`src/rtl/uart_rx.sv`:
```
// UART receiver: 16x (or 8x) oversampled deframer with a valid/ready output
// and parity, framing and overrun status for the word on rx_data.
`timescale 1ns/1ps
module uart_rx #(
  parameter int OVERSAMPLE  = 16,
  parameter int SYNC_STAGES = 2
) (
  input  logic       clk,
  input  logic       rst,
  input  logic       baud_tick,
  input  logic       rx_en,
  input  logic       rx,
  input  logic [2:0] data_bits,
  input  logic [1:0] parity,
  input  logic       stop_bit,
  input  logic       rx_ready,
  output logic [8:0] rx_data,
  output logic       rx_valid,
  output logic       parity_err,
  output logic       frame_err,
  output logic       overrun_err,
  output logic       rx_idle
);

  localparam logic [3:0] CNT_HALF = 4'(OVERSAMPLE / 2 - 1);
  localparam logic [3:0] CNT_LAST = 4'(OVERSAMPLE - 1);

  typedef enum logic [2:0] {IDLE, START, DATA, PARITY, STOP} state_t;

  state_t state, state_nxt;
  logic [SYNC_STAGES-1:0] sync_q;
  logic       rx_s;
  logic [3:0] cnt, cnt_nxt, bit_cnt;
  logic [8:0] shreg;
  logic [2:0] db_l;
  logic [1:0] par_l;
  logic       stop_l, stop_cnt, par_pend, frame_pend, brk_wait, done;
  logic       par_en, sample_mid, start_det, data_smp, par_smp, stop_smp, last_stop;

  function automatic logic [3:0] bits_last(input logic [2:0] db);
    case (db)
      3'd0:    return 4'd4;
      3'd1:    return 4'd5;
      3'd2:    return 4'd6;
      3'd3:    return 4'd7;
      3'd4:    return 4'd8;
      default: return 4'd7;
    endcase
  endfunction

  always_ff @(posedge clk) begin
    if (rst) sync_q <= '1;
    else     sync_q <= {sync_q[SYNC_STAGES-2:0], rx};
  end
  assign rx_s = sync_q[SYNC_STAGES-1];

  assign par_en     = ^par_l;
  assign sample_mid = baud_tick && (cnt == CNT_LAST);

  always_ff @(posedge clk) begin
    if (rst) state <= IDLE;
    else     state <= state_nxt;
  end

  // done blocks re-arming so the finished word is not clobbered before it loads
  always_comb begin
    state_nxt = state;
    case (state)
      IDLE:    if (baud_tick && rx_en && !rx_s && !brk_wait && !done) state_nxt = START;
      START:   if (baud_tick && cnt == CNT_HALF) state_nxt = rx_s ? IDLE : DATA;
      DATA:    if (sample_mid && bit_cnt == bits_last(db_l)) state_nxt = par_en ? PARITY : STOP;
      PARITY:  if (sample_mid) state_nxt = STOP;
      STOP:    if (sample_mid && stop_cnt == stop_l) state_nxt = IDLE;
      default: state_nxt = IDLE;
    endcase
  end

  always_comb begin
    start_det = (state == IDLE) && (state_nxt == START);
    data_smp  = (state == DATA) && sample_mid;
    par_smp   = (state == PARITY) && sample_mid;
    stop_smp  = (state == STOP) && sample_mid;
    last_stop = stop_smp && (stop_cnt == stop_l);
    cnt_nxt   = cnt;
    if (baud_tick) begin
      if (state == IDLE || state_nxt != state || cnt == CNT_LAST) cnt_nxt = 4'd0;
      else                                                        cnt_nxt = cnt + 4'd1;
    end
  end

  always_ff @(posedge clk) begin
    if (rst) begin
      cnt <= 4'd0; bit_cnt <= 4'd0; shreg <= 9'd0; db_l <= 3'd0; par_l <= 2'd0;
      stop_l <= 1'b0; stop_cnt <= 1'b0; par_pend <= 1'b0; frame_pend <= 1'b0;
      brk_wait <= 1'b0; done <= 1'b0;
    end else begin
      cnt  <= cnt_nxt;
      done <= last_stop;
      if (start_det) begin
        db_l <= data_bits; par_l <= parity; stop_l <= stop_bit;
        shreg <= 9'd0; bit_cnt <= 4'd0; stop_cnt <= 1'b0;
        par_pend <= 1'b0; frame_pend <= 1'b0;
      end
      if (data_smp) begin
        shreg[bit_cnt] <= rx_s;
        bit_cnt        <= bit_cnt + 4'd1;
      end
      if (par_smp) par_pend <= (^shreg) ^ rx_s ^ (par_l == 2'b01);
      if (stop_smp) begin
        frame_pend <= frame_pend | ~rx_s;
        stop_cnt   <= stop_cnt + 1'b1;
      end
      // a low final stop sample means a break: wait for the line to return high
      if (last_stop && !rx_s)          brk_wait <= 1'b1;
      else if (state == IDLE && rx_s)  brk_wait <= 1'b0;
    end
  end

  always_ff @(posedge clk) begin
    if (rst) begin
      rx_data <= 9'd0; rx_valid <= 1'b0; parity_err <= 1'b0;
      frame_err <= 1'b0; overrun_err <= 1'b0; rx_idle <= 1'b1;
    end else begin
      rx_idle <= (state_nxt == IDLE);
      if (done) begin
        rx_data     <= shreg;
        parity_err  <= par_pend;
        frame_err   <= frame_pend;
        rx_valid    <= 1'b1;
        overrun_err <= rx_valid & ~rx_ready;
      end else if (rx_valid && rx_ready) begin
        rx_valid    <= 1'b0;
        parity_err  <= 1'b0;
        frame_err   <= 1'b0;
        overrun_err <= 1'b0;
      end
    end
  end

endmodule

```
`config.mk`:
```
export PLATFORM = sky130hd
export DESIGN_NAME = uart_rx
export DESIGN_NICKNAME = d
export VERILOG_FILES = /design/src/rtl/uart_rx.sv
export SDC_FILE = /design/constraint.sdc
export NUM_CORES = 1
export LEC_CHECK = 0
export ABC_AREA = 1
export CAP_MARGIN = 20
export CELL_PAD_IN_SITES_DETAIL_PLACEMENT = 1
export CELL_PAD_IN_SITES_GLOBAL_PLACEMENT = 2
export CORE_MARGIN = 2
export CORE_UTILIZATION = 36
export DETAILED_ROUTE_END_ITERATION = 10
export DONT_BUFFER_PORTS = 1
export GPL_TIMING_DRIVEN = 0
export HOLD_SLACK_MARGIN = 0.15
export PLACE_DENSITY = 0.73
export SLEW_MARGIN = 25
export SYNTH_ARGS = -nofsm -noshare
export SYNTH_HDL_FRONTEND = slang
export SYNTH_SLANG_ARGS = --single-unit
```
`constraint.sdc`:
```
create_clock -name clk -period 2 [get_ports clk]
set_input_delay 0.4 -clock clk [delete_from_list [all_inputs] [get_ports clk]]
set_output_delay 0.4 -clock clk [all_outputs]
set_load 0.1 [all_outputs]
```
Yosys cells after proc, flatten, opt, wreduce, memory -nomap -nowiden

Index checks and enable logic that the tools add are counted.

Flip-flop bits (word level): 47
Output and inout port bits: 14
Logic and storage cells: 106

$add $sub $neg: 3
Magnitude comparators: 2
Equality and inequality tests: 14
Muxes and demuxes: 30
Bitwise operators: 6
Reduce and logical (&&, ||, !) cells: 32

Operators by type and width:

| kind                | count |
|---|---|
| $mux 9              | 3 |
| $mux 3              | 6 |
| $logic_and 1x1->1   | 17 |
| $mux 4              | 4 |
| $pmux 4 s4          | 1 |
| $pmux 3 s5          | 1 |
| $mux 1              | 12 |
| $reduce_bool 2->1   | 5 |
| $bwmux 9            | 1 |
| $eq 3x1->1 const B  | 3 |
| $eq 3x2->1 const B  | 3 |
| $logic_not 3->1     | 3 |
| $reduce_xor 9->1    | 1 |
| $add 4x1->4 const B | 2 |
| $eq 3x3->1 const B  | 2 |
| $lt 4x5->1 const B  | 1 |
| $demux 1 s4         | 1 |
| $eq 4x3->1 const B  | 1 |
| $eq 4x4->1          | 1 |
| $eq 4x4->1 const B  | 1 |
| $ge 4x1->1 const B  | 1 |
| $logic_not 1->1     | 3 |
| $ne 3x3->1          | 1 |
| $eq 2x1->1 const B  | 1 |
| other kinds (9)     | 12 |

Depth between registers and ports, before layout

Gate-level depths: netlist of the first run.

Word-level depth: 13
Gate-level depth with buffers: 14

Least setup slack after synthesis of the first run

No wires, ideal clock.

Path kind: flip-flop to flip-flop
Start: register cnt[0]
End: register cnt[0]
Setup time: 0.116 ns
Arrival: 1.383 ns
Data required time: 1.884 ns
Path slack: 0.501 ns
Cell stages (with the launch flop): 15
Clock period less this slack: 1.499 ns
Path through: dfxtp_1 -> ha_1 -> nand2_2 -> nor2_4 -> nand2_2 -> clkinv_2 -> nand3_1 -> nand2_1 -> nand3_2 -> nand3_2 -> nand2_1 -> nand2_1 -> nand2_1 -> nand2_2 -> nor2_1

Longest elaborated chain between the ends: 9
Elaborated cells on any way between the ends: 16

RTL lines:

| item                                 | RTL line | source |
|---|---|---|
| start: declaration                   | 33       | `logic [3:0] cnt, cnt_nxt, bit_cnt;` |
| start signal: assignment             | 97       | `cnt <= cnt_nxt;` |
| $eq 4x4->1                           | 58, 86   |  |
| $logic_and 1x1->1                    | 58       | `assign sample_mid = baud_tick && (cnt == CNT_LAST);` |
| $logic_and 1x1->1 (on tied branches) | 73, 71   |  |
| $mux 3 (on tied branches)            | 73, 71   |  |
| $pmux 3 s5                           | 68       | `case (state)` |
| $ne 3x3->1                           | 86       | `if (state == IDLE \|\| state_nxt != state \|\| cnt == CNT_LAST) cnt_nxt = 4'd0;` |
| $logic_or 1x1->1 (2 in a row)        | 86       |  |
| $mux 4 *                             | 86       |  |

Every way passes the cells marked *; elsewhere a longest branch is shown, timed or not.
A chain may end at the register's enable or synchronous reset.

Worst setup path after layout of the first run

Start: register state[0]
End: register stop_l

Longest elaborated chain between the ends: 4
Elaborated cells on any way between the ends: 13

RTL lines:

| item                                     | RTL line | source |
|---|---|---|
| start: declaration                       | 30       | `state_t state, state_nxt;` |
| start signal: assignment                 | 62       | `else state <= state_nxt;` |
| $eq 3x3->1, or another cell as far along | 68       |  |
| $pmux 3 s5                               | 68       |  |
| $eq 3x1->1                               | 79       | `start_det = (state == IDLE) && (state_nxt == START);` |
| $logic_and 1x1->1 *                      | 79       |  |
| end signal: assignment                   | 100      | `db_l <= data_bits; par_l <= parity; stop_l <= stop_bit;` |
| end: declaration                         | 37       | `logic stop_l, stop_cnt, par_pend, frame_pend, brk_wait, done;` |

Marked as above.

==> run_results.csv, run 1 <==
group,metric,value,unit
outcome,status,"completed",
timing,period_minus_slack,1.80,ns
synth,synth_cells,294,
power_and_ir_drop,powerDensity,744,nW/um^2
place,routabilityCongestion,0.803,
synth,muxShareOfSynthArea,0.00445,
finish,area_growth,10.2,%
cts,cts_made_buffers,5,
place,pre_cts_ws,0.123,ns
setup_path,cp_max_fo,10,
timing,worst_pin_slew,1.01,ns
finish,drive_gt1_frac,0.116,
global_route,antenna_found_initial,0,
setup_path,crit_top_cell,"nor2_1",
setup_path,crit_path_start_kind,"flop",
synth,ys_ff_latch,47,
finish,antenna_cells,0,
detailed_routing,firstDrtPassIters,4,
timing,maxSlewHeadroom,0.324,
global_route,grt_max_degree,15,
synth,syn_nets,312,
synth,syn_area,2250,um^2
finish,final_net_count,319,
synth,synth-simple-area-share,0.262,
synth,syn_avg_cell_area,7.66,um^2
power_and_ir_drop,power,1850,uW
power_and_ir_drop,ir_drop,0.000433,V
die,core,5990,um^2
setup_path,critical-path-max-stage-delay,0.39,ns
timing,post-route-period-util,0.899,
die,die_area,6900,um^2
cts,htreeDepth,2,
synth,ys_warn_count,0,
die,start_util,0.376,
die,core.rowCount,28,
detailed_routing,ant_nets,0,
timing,hold_viol,0,
cts,cts_hold_buf,0,
synth,synth.area.top_cells,"dfxtp_1, nand2_1, o21ai_0",
setup_path,r2r_slack,0.20,ns
die,io_pins,26,
global_route,overflow,0,
synth,post-synth-top-area-cell,"dfxtp_1",
synth,ys_top_cells_by_count,"dfxtp_1, nand2_1, nor2_1",
detailed_routing,vias,1889,
synth,synthFlopType,"dfxtp_1",
flow_run,drv_cap,0,
cts,cts_tree,"done",
timing,fmax,556,MHz
synth,ys_seq_area_frac,0.418,
die,die_w,83.1,um
die,die_h,83.1,um
timing,setup_viol,0,
global_route,grt_first_pass_wirelength,9470,um
cts,clk_pin_slew_worst_paths,0.08,ns
cts,cts_sinks,47,
place,dp_cells,369,
timing,slew_viol_final,0,
setup_path,crit_slowest_cell,"dfxtp_1",
setup_path,path_delay_family,"simple AND/OR/NAND/NOR gates",
synth,synthAdderAreaFrac,0.0334,
timing,grt_setup_unrepaired,"false",
timing,fin_worst_skew,0.00793,ns
detailed_routing,wl,5540,um
cts,root_buffer,"clkbuf_8",
setup_path,path_buf_inv,4,
synth,post-synth-top-count-cell,"dfxtp_1",
place,io_buffers,0,
detailed_routing,route.detailed.drc,0,
detailed_routing,avgRoutedWirePerCell,14.7,um
setup_path,critical_path_class,"reg -> reg",
global_route,grt_usage,0.170,
setup_path,cp_cell_sequence,"inv_2 > nand2_1 > nor2_1 > inv_1 > nor2_4 > inv_1 > buf_2 > nor2_1 > nor2_1",
setup_path,endpoint_kind,"flop",
power_and_ir_drop,leakagePower,0.000961,uW
timing,timing.final.ws_setup,0.201,ns
synth,synth_top_area_share,0.418,
synth,synth_edf_count,0,
worst_hold_path,min_path_type,"in -> reg",
synth,async_reset_ff_frac,0,
synth,ys_types,34,
cts,clk_latency,0.30,ns
cts,clk_path_buf_depth,2,
global_route,first_global_vias,1957,
synth,synth_xor_area_frac,0.0545,
timing,finalSetupTns,0,ns
setup_path,crit_arrival,1.99,ns
synth,synth_compound_area_frac,0.148,
finish,stdcell_count,377,
setup_path,crit_required,2.19,ns
detailed_routing,viasPerCell,5.01,
place,dp_hpwl,4260,um
finish,fin_util,0.414,
detailed_routing,drtIter0Drc,58,
synth,synth_top_family_by_area,"simple AND/OR/NAND/NOR gates",
==> stage by stage <==
step	hold WS [ns]	cell area [um^2]
floorplan	0.389	2250
global placement	0.397	2340
detailed placement	0.399	2340
CTS	0.181	2480
global route	0.173	2480
finish	0.193	2480
==> state kept, by name, indices dropped and copies added, names as in the netlist <==
signal       flops
rx_data          9
shreg            9
bit_cnt          4
cnt              4
db_l             3
state            3
par_l            2
sync_q           2
brk_wait         1
done             1
frame_err        1
frame_pend       1
overrun_err      1
par_pend         1
parity_err       1
rx_idle          1
rx_valid         1
stop_cnt         1
stop_l           1
==> where the power goes <==
group / total (uW) / switching (uW) / internal [uW]
clock network: 829 / 329 / 500
registers: 951 / 8.88 / 942
logic: 66.6 / 44.9 / 21.7
total: 1850 / 383 / 1460
==> logic make-up after synthesis <==
family                     Yosys count
and+or+nand+nor                    123
AOI/OAI and AO/OA                   62
DFF                                 47
buffers and inverters               41
xor gates and xnor gates            14
adders and majority gates            6
muxes                                1
==> cells in the final DEF (no fill, tap or decap), types with 2 or more instances in the layout <==
cell       netlist  routed
buf_6            2       2
clkbuf_8         0       5
dfxtp_1         47      47
nand3_1         16      16
clkinv_1         2       2
xor2_1           5       5
nand2_2          4       4
o21ai_0         31      31
nand4_1          5       5
nand2_1         42      42
or2_2            2       2
a21oi_1         25      25
xnor2_1          9       9
nor2_4           5       5
inv_2            3       3
inv_1           24      24
ha_1             6       5
nor3_1           4       4
clkbuf_1         5       6
nor2_1          40      40
nand3_2          2       2
a211oi_1         2       2
bufinv_16        0       2
==> layer usage <==
metal  share of wire  vias up  GRT usage
li1                -      973          -
met1            0.50      882      0.218
met2            0.47       28      0.295
met3           0.026        6     0.0288
met4          0.0090        0     0.0402
met5               0        -          0
==> layout make-up <==
cell class	instances	area [um^2]
Buffer	10	57.6
Clock buffer	6	72.6
Clock inverter	2	60.1
Fill cell	748	3510
Inverter	31	120
Multi-Input combinational cell	206	1130
Sequential cell	47	941
Tap cell	75	93.8
==> repair_timing <==
| item | CTS | global route |
|---|---|---|
| setup buffers | 0 | 0 |
| resized for setup | 0 | 1 |
| setup endpoints to repair | 0 | 4 |
==> path summary, 6_finish.rpt <==
| path | startpoint | endpoint | cells after the start |
|---|---|---|---|
| max | state[0] | stop_l | 9 |
| min | rst | state[0] | 1 |
| max reg2reg | state[0] | stop_l | 9 |
| min reg2reg | sync_q[0] | sync_q[1] | 1 |
No activity file was read; power rests on OpenSTA's default activity.
==> run 2, diff against run 1 <==
--- a/config.mk
+++ b/config.mk
@@ -10,12 +10,11 @@
 export CELL_PAD_IN_SITES_DETAIL_PLACEMENT = 1
 export CELL_PAD_IN_SITES_GLOBAL_PLACEMENT = 2
 export CORE_MARGIN = 2
-export CORE_UTILIZATION = 36
+export CORE_UTILIZATION = 32
 export DETAILED_ROUTE_END_ITERATION = 10
-export DONT_BUFFER_PORTS = 1
 export GPL_TIMING_DRIVEN = 0
 export HOLD_SLACK_MARGIN = 0.15
-export PLACE_DENSITY = 0.73
+export PLACE_DENSITY = 0.74
 export SLEW_MARGIN = 25
 export SYNTH_ARGS = -nofsm -noshare
 export SYNTH_HDL_FRONTEND = slang
==> run 2 against run 1 <==
Maximum frequency is 6.3% lower. Non-clock buffer count increased by 25. Core utilization fell by 1.4 points. Worst setup slack lost 0.12 ns. Sequential power down 0.4%. Final area is 9.6% higher. Register-to-register slack improved by 0.03 ns. Worst hold slack improved by 0.23 ns. Global-route usage down 1.4 points. Total power is 5.2% lower. Largest cell class unchanged.
==> run_results.csv, run 2 (same netlist as run 1, synthesis figures left out) <==
group,metric,value,unit
timing,slew_viol_final,0,
place,routabilityCongestion,0.767,
die,die_w,87.9,um
setup_path,crit_slowest_cell,"clkdlybuf4s15_1",
timing,maxSlewHeadroom,0.360,
finish,mostFrequentLayoutCell,"dfxtp_1",
finish,drive_gt1_frac,0.113,
setup_path,r2r_slack,0.23,ns
place,dp_cells,414,
die,core.rowCount,30,
power_and_ir_drop,ir_drop,0.000341,V
finish,fin_util,0.400,
finish,stdcell_count,423,
setup_path,rr_worst_depth,9,
detailed_routing,avgRoutedWirePerCell,13.1,um
cts,clk_path_buf_depth,2,
setup_path,crit_required,1.60,ns
cts,cts_sinks,47,
place,io_buffers,24,
die,core,6790,um^2
finish,final_net_count,344,
die,io_pins,26,
timing,grt_setup_unrepaired,"false",
die,start_util,0.331,
timing,fin_worst_skew,0.00674,ns
setup_path,path_buf_inv,1,
outcome,status,"completed",
detailed_routing,vias,1948,
setup_path,crit_arrival,1.52,ns
timing,worst_pin_slew,0.964,ns
timing,post-route-period-util,0.960,
global_route,grt_usage,0.156,
timing,hold_viol,0,
timing,finalSetupTns,0,ns
setup_path,cp_max_fo,4,
global_route,overflow,0,
flow_run,drv_cap,0,
place,dp_hpwl,4260,um
cts,clk_pin_slew_worst_paths,0.09,ns
setup_path,critical_path_class,"reg -> out",
worst_hold_path,min_path_type,"in -> reg",
setup_path,critical-path-max-stage-delay,0.84,ns
detailed_routing,viasPerCell,4.61,
setup_path,r2r_start,"state[0]",
timing,fmax,521,MHz
cts,cts_tree,"done",
global_route,grt_first_pass_wirelength,9290,um
worst_hold_path,hold_path_end,"cnt[1]",
detailed_routing,drtIter0Drc,54,
cts,clk_latency,0.31,ns
timing,setup_viol,0,
setup_path,crit_path_start_kind,"flop",
finish,final_cell_mix,"dfxtp_1, nand2_1, nor2_1",
finish,num-fill-cells,857,
cts,root_buffer,"clkbuf_8",
finish,area_growth,20.7,%
cts,htreeDepth,2,
finish,antenna_cells,0,
place,pre_cts_ws,-0.0363,ns
finish,top_regs,"rx_data x9, shreg x9",
detailed_routing,wl,5540,um
setup_path,r2r_end,"stop_l",
worst_hold_path,worstHoldPathCells,3,
die,die_h,87.9,um
detailed_routing,route.detailed.drc,0,
power_and_ir_drop,power,1750,uW
detailed_routing,ant_nets,0,
setup_path,crit_path_start,"rx_valid",
setup_path,path_delay_family,"buffers and inverters",
power_and_ir_drop,leakagePower,0.00110,uW
global_route,grt_max_degree,16,
global_route,antenna_found_initial,0,
worst_hold_path,worstHoldStart,"baud_tick",
die,die_area,7720,um^2
detailed_routing,firstDrtPassIters,4,
global_route,first_global_vias,1906,
timing,period_minus_slack,1.92,ns
timing,timing.final.ws_setup,0.0807,ns
cts,cts_made_buffers,5,
setup_path,cp_cell_sequence,"clkdlybuf4s15_1",
power_and_ir_drop,powerDensity,644,nW/um^2
setup_path,endpoint_kind,"primary output",
==> run 2: worst max-delay path by stage <==
| stage | end | slack, ns | cells after the start |
|---|---|---|---|
| floorplan | cnt[0] | 0.50 | 14 |
| detailed placement | stop_l | -0.04 | 7 |
| finish | rx_valid | 0.08 | 1 |
| global route | rx_valid | 0.008 | 1 |
| global placement | stop_l | -0.07 | 7 |
| CTS | rx_valid | 0.03 | 1 |
==> run 2: cell type report <==
cell class	count	area, um^2	area share
Multi-Input combinational cell	206	1130	0.418
Sequential cell	47	941	0.346
Timing Repair Buffer	25	231	0.0852
Inverter	31	120	0.0442
Tap cell	96	120	0.0442
Clock buffer	5	68.8	0.0253
Buffer	10	57.6	0.0212
Clock inverter	3	43.8	0.0161
==> run 2: stage by stage <==
step | hold WS (ns) | area (um^2)
global placement | 0.394 | 2610
CTS | 0.411 | 2710
detailed placement | 0.406 | 2610
finish | 0.423 | 2720
global route | 0.431 | 2720
floorplan | 0.389 | 2250
==> run 2: timing repair <==
action | 4_1_cts | 5_1_grt
pin swaps | 0 | 1
buffers inserted | 0 | 1
hold buffers | 0 | 0
setup endpoints to repair | 14 | 5
gates resized for setup | 14 | 2
==> run 2: layer usage <==
layer / global-route usage / part of all wire / vias up
li1: - / - / 1015
met1: 0.216 / 0.53 / 899
met2: 0.246 / 0.43 / 28
met3: 0.0349 / 0.028 / 6
met4: 0.0420 / 0.011 / 0
met5: 0 / 0 / -
==> run 2: power breakdown <==
| part | switching [uW] | leakage [uW] | internal [uW] | total [uW] |
|---|---|---|---|---|
| registers | 5.32 | 0.000379 | 942 | 947 |
| logic | 51.2 | 0.000665 | 39.0 | 90.2 |
| clock network | 340 | 0.0000581 | 373 | 712 |
